## src/rtl/fir_pkg.sv

```systemverilog
// Shared constants for the FIR output framer: default widths, saturation
// limits for the default output width and the drop-counter width.
package fir_pkg;

  localparam int DATA_WIDTH     = 32;
  localparam int OUT_WIDTH      = 16;
  localparam int DROP_CNT_WIDTH = 16;

  localparam logic signed [OUT_WIDTH-1:0] SAT_MAX = 16'sh7FFF;
  localparam logic signed [OUT_WIDTH-1:0] SAT_MIN = 16'sh8000;

  localparam logic [DROP_CNT_WIDTH-1:0] DROP_CNT_MAX = 16'hFFFF;

endpackage : fir_pkg

```

## src/rtl/sync_fifo.sv

```systemverilog
// Synchronous FIFO with a registered head-of-queue output. The head register
// is loaded on a write into an empty FIFO, so a word written on one edge is
// visible on rd_data in the very next cycle.
module sync_fifo #(
  parameter int WIDTH = 16,
  parameter int DEPTH = 16
) (
  input  logic                       clk,
  input  logic                       rst,
  input  logic                       wr_en,
  input  logic [WIDTH-1:0]           wr_data,
  input  logic                       rd_en,
  output logic [WIDTH-1:0]           rd_data,
  output logic                       full,
  output logic                       empty,
  output logic [$clog2(DEPTH):0]     count
);

  localparam int AW = $clog2(DEPTH);
  localparam int CW = AW + 1;

  logic [WIDTH-1:0] mem_q [DEPTH];
  logic [AW-1:0]    wr_ptr_q;
  logic [AW-1:0]    rd_ptr_q;
  logic [CW-1:0]    count_q;
  logic [CW-1:0]    count_d;
  logic [WIDTH-1:0] head_q;
  logic [WIDTH-1:0] head_d;
  logic             rd_ok;
  logic             wr_ok;

  assign empty   = (count_q == CW'(0));
  assign full    = (count_q == CW'(DEPTH));
  assign count   = count_q;
  assign rd_data = head_q;

  // Qualify requests and work out the next head word and occupancy.
  always_comb begin
    rd_ok  = rd_en & ~empty;
    wr_ok  = wr_en & (~full | rd_ok);
    head_d = head_q;
    if (rd_ok && wr_ok) begin
      if (count_q == CW'(1)) begin
        head_d = wr_data;
      end else begin
        head_d = mem_q[rd_ptr_q + AW'(1)];
      end
    end else if (rd_ok) begin
      head_d = mem_q[rd_ptr_q + AW'(1)];
    end else if (wr_ok && empty) begin
      head_d = wr_data;
    end else begin
      head_d = head_q;
    end
    case ({wr_ok, rd_ok})
      2'b10:   count_d = count_q + CW'(1);
      2'b01:   count_d = count_q - CW'(1);
      default: count_d = count_q;
    endcase
  end

  // Storage array; no reset needed since occupancy gates every read.
  always_ff @(posedge clk) begin
    if (wr_ok) begin
      mem_q[wr_ptr_q] <= wr_data;
    end
  end

  // Pointers, occupancy and head register; pointers wrap modulo DEPTH.
  always_ff @(posedge clk) begin
    if (rst) begin
      wr_ptr_q <= '0;
      rd_ptr_q <= '0;
      count_q  <= '0;
      head_q   <= '0;
    end else begin
      wr_ptr_q <= wr_ptr_q + AW'(wr_ok);
      rd_ptr_q <= rd_ptr_q + AW'(rd_ok);
      count_q  <= count_d;
      head_q   <= head_d;
    end
  end

endmodule : sync_fifo

```

## src/rtl/fir_out_framer.sv

```systemverilog
// Rounds, shifts and saturates decimated FIR samples, buffers them in a FIFO
// and emits them as AXI-Stream frames of FRAME_LEN beats. The FIR side has
// no backpressure, so samples arriving at a full FIFO are dropped and counted.
module fir_out_framer
  import fir_pkg::*;
#(
  parameter int IN_WIDTH   = fir_pkg::DATA_WIDTH,
  parameter int OUT_WIDTH  = fir_pkg::OUT_WIDTH,
  parameter int SHIFT      = 4,
  parameter int FIFO_DEPTH = 16,
  parameter int FRAME_LEN  = 64
) (
  input  logic                      clk,
  input  logic                      rst,
  input  logic                      s_tvalid,
  input  logic [IN_WIDTH-1:0]       s_tdata,
  output logic                      m_tvalid,
  input  logic                      m_tready,
  output logic [OUT_WIDTH-1:0]      m_tdata,
  output logic                      m_tlast,
  input  logic                      ovf_clr,
  output logic                      overflow,
  output logic [DROP_CNT_WIDTH-1:0] drop_cnt
);

  localparam int AW     = IN_WIDTH + 1;
  localparam int RND_SH = (SHIFT > 0) ? SHIFT - 1 : 0;
  localparam int BW     = $clog2(FRAME_LEN);
  localparam int CW     = $clog2(FIFO_DEPTH) + 1;

  localparam logic signed [AW-1:0] RND_C    = (SHIFT > 0) ? (AW'(1'b1) << RND_SH) : AW'(1'b0);
  localparam logic signed [AW-1:0] SAT_HI_C = (AW'(1'b1) << (OUT_WIDTH - 1)) - AW'(1'b1);
  localparam logic signed [AW-1:0] SAT_LO_C = -(AW'(1'b1) << (OUT_WIDTH - 1));
  localparam logic [BW-1:0]        LAST_BEAT = BW'(FRAME_LEN - 1);

  logic signed [AW-1:0]      ext_s;
  logic signed [AW-1:0]      rnd_s;
  logic signed [AW-1:0]      shf_s;
  logic [OUT_WIDTH-1:0]      sat_d;
  logic [OUT_WIDTH-1:0]      s1_data_q;
  logic                      s1_valid_q;
  logic                      fifo_full;
  logic                      fifo_empty;
  logic [CW-1:0]             fifo_count;
  logic                      unused_fifo_count;
  logic                      rd_hs;
  logic                      wr_req;
  logic                      drop;
  logic [BW-1:0]             beat_q;
  logic                      overflow_q;
  logic [DROP_CNT_WIDTH-1:0] drop_cnt_q;

  // Sign-extend, round half up, shift and clamp to the output range.
  always_comb begin
    ext_s = {s_tdata[IN_WIDTH-1], s_tdata};
    rnd_s = ext_s + RND_C;
    shf_s = rnd_s >>> SHIFT;
    if (shf_s > SAT_HI_C) begin
      sat_d = SAT_HI_C[OUT_WIDTH-1:0];
    end else if (shf_s < SAT_LO_C) begin
      sat_d = SAT_LO_C[OUT_WIDTH-1:0];
    end else begin
      sat_d = shf_s[OUT_WIDTH-1:0];
    end
  end

  // Stage-1 register holding the conditioned sample for the FIFO write.
  always_ff @(posedge clk) begin
    if (rst) begin
      s1_valid_q <= 1'b0;
      s1_data_q  <= '0;
    end else begin
      s1_valid_q <= s_tvalid;
      s1_data_q  <= s_tvalid ? sat_d : s1_data_q;
    end
  end

  // A full FIFO still accepts a write when a beat leaves in the same cycle.
  assign rd_hs  = m_tvalid & m_tready;
  assign wr_req = s1_valid_q & (~fifo_full | rd_hs);
  assign drop   = s1_valid_q & fifo_full & ~rd_hs;

  sync_fifo #(
    .WIDTH (OUT_WIDTH),
    .DEPTH (FIFO_DEPTH)
  ) u_fifo (
    .clk     (clk),
    .rst     (rst),
    .wr_en   (wr_req),
    .wr_data (s1_data_q),
    .rd_en   (rd_hs),
    .rd_data (m_tdata),
    .full    (fifo_full),
    .empty   (fifo_empty),
    .count   (fifo_count)
  );

  // Occupancy is exported by the FIFO but full/empty are all this block needs.
  assign unused_fifo_count = ^fifo_count;

  assign m_tvalid = ~fifo_empty;
  assign m_tlast  = ~fifo_empty & (beat_q == LAST_BEAT);
  assign overflow = overflow_q;
  assign drop_cnt = drop_cnt_q;

  // Beat position within the frame; only delivered beats advance it.
  always_ff @(posedge clk) begin
    if (rst) begin
      beat_q <= '0;
    end else if (rd_hs) begin
      beat_q <= (beat_q == LAST_BEAT) ? BW'(0) : beat_q + BW'(1);
    end else begin
      beat_q <= beat_q;
    end
  end

  // Sticky overflow and saturating drop count; a clear beats a same-cycle drop.
  always_ff @(posedge clk) begin
    if (rst) begin
      overflow_q <= 1'b0;
      drop_cnt_q <= '0;
    end else if (ovf_clr) begin
      overflow_q <= 1'b0;
      drop_cnt_q <= '0;
    end else if (drop) begin
      overflow_q <= 1'b1;
      drop_cnt_q <= (drop_cnt_q == DROP_CNT_MAX) ? drop_cnt_q : drop_cnt_q + DROP_CNT_WIDTH'(1);
    end else begin
      overflow_q <= overflow_q;
      drop_cnt_q <= drop_cnt_q;
    end
  end

endmodule : fir_out_framer

```

## config.mk

```make
export PLATFORM = sky130hd
export DESIGN_NAME = fir_out_framer
export DESIGN_NICKNAME = d
export VERILOG_FILES = /design/src/rtl/fir_pkg.sv /design/src/rtl/sync_fifo.sv /design/src/rtl/fir_out_framer.sv
export SDC_FILE = /design/constraint.sdc
export NUM_CORES = 1
export LEC_CHECK = 0
export ABC_AREA = 0
export CAP_MARGIN = 10
export CELL_PAD_IN_SITES_DETAIL_PLACEMENT = 0
export CELL_PAD_IN_SITES_GLOBAL_PLACEMENT = 2
export CORE_UTILIZATION = 48
export CTS_CLUSTER_DIAMETER = 200
export CTS_CLUSTER_SIZE = 28
export DETAILED_ROUTE_END_ITERATION = 12
export PLACE_DENSITY = 0.85
export SYNTH_ARGS = -nofsm -noshare
export SYNTH_HDL_FRONTEND = slang
export SYNTH_SLANG_ARGS = --single-unit
export TNS_END_PERCENT = 10
```

## constraint.sdc

```tcl
create_clock -name clk -period 8.2 [get_ports clk]
set_clock_uncertainty 0.2 [all_clocks]
set_input_delay 1.64 -clock clk [delete_from_list [all_inputs] [get_ports clk]]
set_output_delay 1.64 -clock clk [all_outputs]
set_load 0.01 [all_outputs]
```

After elaboration in Yosys (flattened, before gate mapping)

Memory sizes are Yosys's and may differ from the RTL's.
Cells that the tools add are included.

Register bits: 69
Memory bits (writable): 256
Bits of input ports: 37
Word-level logic and storage cells: 56
Memories kept: 1

Add/sub/neg operators: 8
$lt $le $gt $ge: 2
Eq/ne operators: 6
Multiplexer cells: 10
Bitwise gates (word level): 13
Reduce and logical (&&, ||, !) cells: 7

Memory list:

| name         | depth | bits a word | read ports | clocked after Yosys merged registers in | wr ports | line            | text |
|---|---|---|---|---|---|---|---|
| u_fifo.mem_q | 16    | 16          | 1          | 0                                       | 1        | sync_fifo.sv:22 | `logic [WIDTH-1:0] mem_q [DEPTH];` |

Operator list:

| kind                    | number |
|---|---|
| $mux W16                | 6 |
| $add A32 B5 Y33 const B | 1 |
| $gt A29 B16 Y1 const B  | 1 |
| $lt A29 B16 Y1 const B  | 1 |
| $add A16 B1 Y16 const B | 1 |
| $eq A16 B16 Y1 const B  | 1 |
| $pmux W5 S2             | 1 |
| $add A4 B1 Y4           | 2 |
| $and A1 B1 Y1           | 7 |
| $add A6 B1 Y6 const B   | 1 |
| $eq A6 B6 Y1 const B    | 1 |
| $mux W6                 | 1 |
| $add A5 B1 Y5 const B   | 1 |
| $eq A5 B1 Y1 const B    | 1 |
| $eq A5 B5 Y1 const B    | 1 |
| $logic_not A5 Y1        | 1 |
| $sub A5 B1 Y5 const B   | 1 |
| $add A4 B1 Y4 const B   | 1 |
| $not A1 Y1              | 4 |
| $reduce_bool A3 Y1      | 1 |
| $eq A2 B1 Y1 const B    | 1 |
| $eq A2 B2 Y1 const B    | 1 |
| $logic_and A1 B1 Y1     | 2 |
| $mux W1                 | 2 |
| other kinds (4)         | 5 |

Longest topological paths before layout

Depth in word-level cells: 10
Gate-level depth with buffers: 12
Gate-level depth less buffers: 11

Cells and area by module

A second synthesis with hierarchy kept.

Cells, all modules: 835
Area total of the unflattened synthesis: 13425.4 sq um

By module, submodules not included:

| module         | instances | cells an instance | area each (sq um) | sequential area each (sq um) |
|---|---|---|---|---|
| sync_fifo      | 1         | 541               | 10969.3           | 8267.9 |
| fir_out_framer | 1         | 294               | 2456.1            | 800.8 |

Least setup slack after synthesis

No wires, ideal clock.

Kind: input -> register
Start: input m_tready
End: memory u_fifo.mem_q[0][0] (enable)
Arrival time: 3322 ps
Required time: 7591 ps
Slack: 4268 ps
Stages: 4
Path buffers: 0
Cell sequence: nand3b_1 -> nand2_1 -> or3_1 -> nor3_1

Longest elaborated chain between the ends: 6
Elaborated cells between the ends (all ways): 8
Those cells by class: 2 x mux; 6 x bitwise

RTL lines:

| what                                          | line                                  | text |
|---|---|---|
| start: declaration                            | fir_out_framer.sv:18                  | `input logic m_tready,` |
| $and A1 B1 Y1 *                               | fir_out_framer.sv:79                  | `assign rd_hs = m_tvalid & m_tready;` |
| $or A1 B1 Y1 or $and A1 B1 Y1 (tied branches) | fir_out_framer.sv:80, sync_fifo.sv:39 |  |
| $and A1 B1 Y1 or $or A1 B1 Y1 (tied branches) | fir_out_framer.sv:80, sync_fifo.sv:40 |  |
| $and A1 B1 Y1 *                               | sync_fifo.sv:40                       | `wr_ok = wr_en & (~full \| rd_ok);` |
| $mux W1 *                                     | sync_fifo.sv:64                       | `if (wr_ok) begin` |
| $mux W1 (not written as such) *               | sync_fifo.sv:65                       | `mem_q[wr_ptr_q] <= wr_data;` |
| end: declaration                              | sync_fifo.sv:22                       |  |

Mark *: on every way between the ends. The rest lies on a longest branch, timed or not.

Final worst setup path

Start: input s_tdata[10]
End: register s1_data_q[0]

Longest elaborated chain between the ends: 4
Elaborated cells between the ends (all ways): 5
Those cells by class: 1 x add/sub; 2 x order compare; 2 x mux

RTL lines:

| what                   | line                 | text |
|---|---|---|
| start: declaration     | fir_out_framer.sv:16 | `input logic [IN_WIDTH-1:0] s_tdata,` |
| $add A32 B5 Y33 *      | fir_out_framer.sv:56 | `rnd_s = ext_s + RND_C;` |
| $lt A29 B16 Y1         | fir_out_framer.sv:60 | `end else if (shf_s < SAT_LO_C) begin` |
| $mux W16               | fir_out_framer.sv:60 |  |
| $mux W16 *             | fir_out_framer.sv:58 | `if (shf_s > SAT_HI_C) begin` |
| end signal: assignment | fir_out_framer.sv:74 | `s1_data_q <= s_tvalid ? sat_d : s1_data_q;` |
| end: declaration       | fir_out_framer.sv:40 | `logic [OUT_WIDTH-1:0] s1_data_q;` |

Marked as above.
A chain may end at the register's enable or synchronous reset.

==> flow_metrics.py <==
metrics = {
    "critical_path": {
        "critPathCaptureType": "flop",
        "cp.required_ns": 8.33,
        "cp_cell_sequence": "clkdlybuf4s50_1 -> nand4_4 -> nor4_2 -> nand2_1 -> mux2_2 -> a41oi_1 -> o41ai_4 -> a211oi_1",
        "cp_top_family": "compound AO/OA/AOI/OAI gates",
        "crit_fanout": 15,
        "max_stage_delay_ns": 1.02,
        "cpMaxStageDelayCell": "o41ai_4",
        "cp_num_buf_inv": 1,
        "critPathLaunchType": "input port",
        "path_class": "in2reg",
        "arrival_ns": 4.79,
    },
    "place": {
        "portBuffers": 68,
        "dp_slack_ns": 3.014,
        "dp_hpwl_um": 16590,
        "place_congestion": 0.9041,
    },
    "clock_network": {
        "postCtsHoldBufs": 0,
        "cts-root-buf": "clkbuf_16",
        "cts_setup_buffers": 0,
        "clk_pin_slew_ns": 0.10,
        "insertion_delay_ns": 0.49,
        "cts_buffers": 15,
        "clockBufferDepth": 3,
        "cts_resized": 0,
        "cts_tree": "yes",
        "cts_max_level": 1,
        "clock-sinks": 325,
    },
    "detailed_routing": {
        "antenna_left": 0,
        "vias_per_cell": 5.794,
        "drc": 0,
        "drtPass1Iterations": 7,
        "wl_per_cell_um": 21.48,
        "vias": 7272,
        "drt-total-wl_um": 26950,
        "drt_iter0_drc": 609,
    },
    "logic_synthesis": {
        "syn_area_um2": 13540,
        "yosys_register_bits": 325,
        "ys_seq_area_frac": 0.6699,
        "ys_warn_count": 0,
        "synth-compound-area-share": 0.05037,
        "yosys.area_share.simple": 0.07606,
        "synth_largest_area_cell": "edfxtp_1",
        "ys_types": 57,
        "synth.mux.area_fraction": 0.1495,
        "post-synth-top-area-fraction": 0.5678,
        "synth_flop_cell": "edfxtp_1",
        "synthesis.nets": 867,
        "synth_top_family_by_area": "multiplexers",
        "syn_area_per_cell_um2": 16.57,
        "synth_adder_area_share": 0.01201,
        "synthCells": 817,
        "ys_async_sr_fraction": 0,
        "synth_xor_area_frac": 0.02394,
        "synth-edff-count": 256,
        "ys_top_cells_by_area": "edfxtp_1, mux4_2, dfxtp_1",
    },
    "die": {
        "coreArea_um2": 27780,
        "io_pins": 72,
        "dieHeight_um": 169.9,
        "die_area_um2": 28880,
        "std_cell_rows": 61,
        "start_util": 0.4873,
        "die_w_um": 169.9,
    },
    "power_and_ir_drop": {
        "power.density_nw_per_um2": 253.6,
        "power_leakage_nw": 4.628,
        "p_clk_frac": 0.219,
        "p_int_w": 0.002780,
        "irDropWorstVdd_uv": 169.7,
        "p_seq_frac": 0.511,
        "sw_frac_of_total": 0.2730,
        "power_switching_w": 0.001044,
        "p_comb_frac": 0.270,
    },
    "layout": {
        "nets": 918,
        "area_delta_synth_final_pct": 11.41,
        "antenna_cells": 0,
        "layout-drive-gt1-share": 0.1710,
    },
    "flow_run": {
        "maxCapViolations": 0,
    },
    "timing": {
        "fin_crit_ns": 4.653,
        "slew_headroom": 0.1687,
        "fin_ws_ns": 3.547,
        "drv_slew": 0,
        "clock.fmax_ghz": 0.2149,
        "period_share": 0.5674,
        "setup_tns_ns": 0,
        "hold_viol": 0,
        "setup_viol": 0,
        "rsz0062_at_grt": "no",
        "worst_slew_pin_slew_ns": 1.246,
    },
    "global_routing": {
        "overflow": 0,
        "grt_pass1_vias": 7517,
        "grt_usage": 0.1914,
        "grt_max_degree": 65,
        "antenna_found_initial": 0,
        "grt_pass1_wl_um": 42030,
    },
    "status": {
        "outcome": "completed",
    },
    "hold_path": {
        "hold_path.class": "reg2reg",
    },
}
-- flip-flops by register name (all words and copies together), names as in the netlist --
name / count
s1_valid_q: 1
drop_cnt: 16
u_fifo.rd_ptr_q: 4
overflow: 1
s1_data_q: 16
u_fifo.rd_data: 16
u_fifo.count: 5
u_fifo.mem_q: 256
beat_q: 6
u_fifo.wr_ptr_q: 4
-- cell usage after synthesis (all sizes together), types with 9 or more instances --
master,count
ha,13
xor2,17
o21ai,30
or3,12
nand4,14
a211oi,32
nor2,80
clkbuf,24
dfxtp,69
inv,12
buf,14
nor3,9
mux2i,20
a21oi,14
nand2,19
edfxtp,256
nand3,20
xnor2,20
mux4,80
-- final timing paths --
path	slack (ns)	end	cells past startpoint	from
worst max-delay path	3.55	s1_data_q[0]	8	s_tdata[10]
worst min-delay path	0.25	overflow	2	overflow
worst max register to register	4.57	u_fifo.rd_data[2]	9	u_fifo.count[0]
worst min register to register	0.25	overflow	2	overflow
-- power groups by stage --
stage                     clock [W]  combinational [W]  sequential, W
after floorplan                   0           0.000790        0.00194
after global placement            0            0.00102        0.00199
after detailed placement          0            0.00104        0.00200
after CTS                  0.000855            0.00104        0.00196
after global routing       0.000909            0.00111        0.00197
final                      0.000839            0.00103        0.00195
-- cells by family (layout without fill, tap and decap cells) --
group,after synthesis,in the layout
flops,325,325
compound gates,92,92
mux,102,102
simple gates,196,196
buf+inv,52,112
xor+xnor,37,37
fa+ha+maj,13,13
-- worst min-delay path: cells and delay by family, from the launching register on --
family,cells,cell delay (ns)
AO/OA/AOI/OAI,1,0.05
buffers and inverters,1,0.05
flip-flops,1,0.32
-- layer usage --
layer | vias up | track usage | wire length (µm)
met3 | 20 | 0.01721 | 1173
met4 | 0 | 0.03799 | 303
met2 | 195 | 0.3530 | 14270
li1 | 3323 | - | -
met1 | 3734 | 0.2463 | 11210
met5 | - | 0 | 0
-- layout by cell type (no fill, tap or decap), types with 13 or more instances in the layout --
| master | count |
|---|---|
| edfxtp_1 | 256 |
| mux4_2 | 80 |
| nor2_1 | 68 |
| dfxtp_1 | 68 |
| clkdlybuf4s50_1 | 67 |
| a211oi_1 | 22 |
| nand3_1 | 20 |
| mux2i_1 | 20 |
| nand2_1 | 19 |
| xnor2_1 | 19 |
| xor2_1 | 17 |
| o21ai_0 | 17 |
| clkbuf_16 | 15 |
| a21oi_1 | 13 |
-- layout make-up --
| cell class | instances | area, µm² |
|---|---|---|
| repair buffers | 74 | 728.2 |
| well taps | 378 | 473.0 |
| multi-input cells | 440 | 4329 |
| inverters | 12 | 45.04 |
| fillers | 2205 | 12700 |
| flip-flops and latches | 325 | 9072 |
| clock buffers | 24 | 409.1 |
| clock inverters | 2 | 25.02 |
-- metrics by stage --
stage	power [W]	cells	instance area, µm²	utilization	hold WS, ns
after floorplan	0.002735	817	13540	-	0.2696
after global placement	0.003005	1228	14630	0.5267	0.2366
after detailed placement	0.003032	1228	14630	0.5267	0.2475
after CTS	0.003854	1254	15070	0.5423	0.2633
after global routing	0.003991	1255	15080	0.5429	0.2918
final	0.003824	1255	15080	0.5429	0.2547
Note: power is estimated with default switching activity, not from simulation.
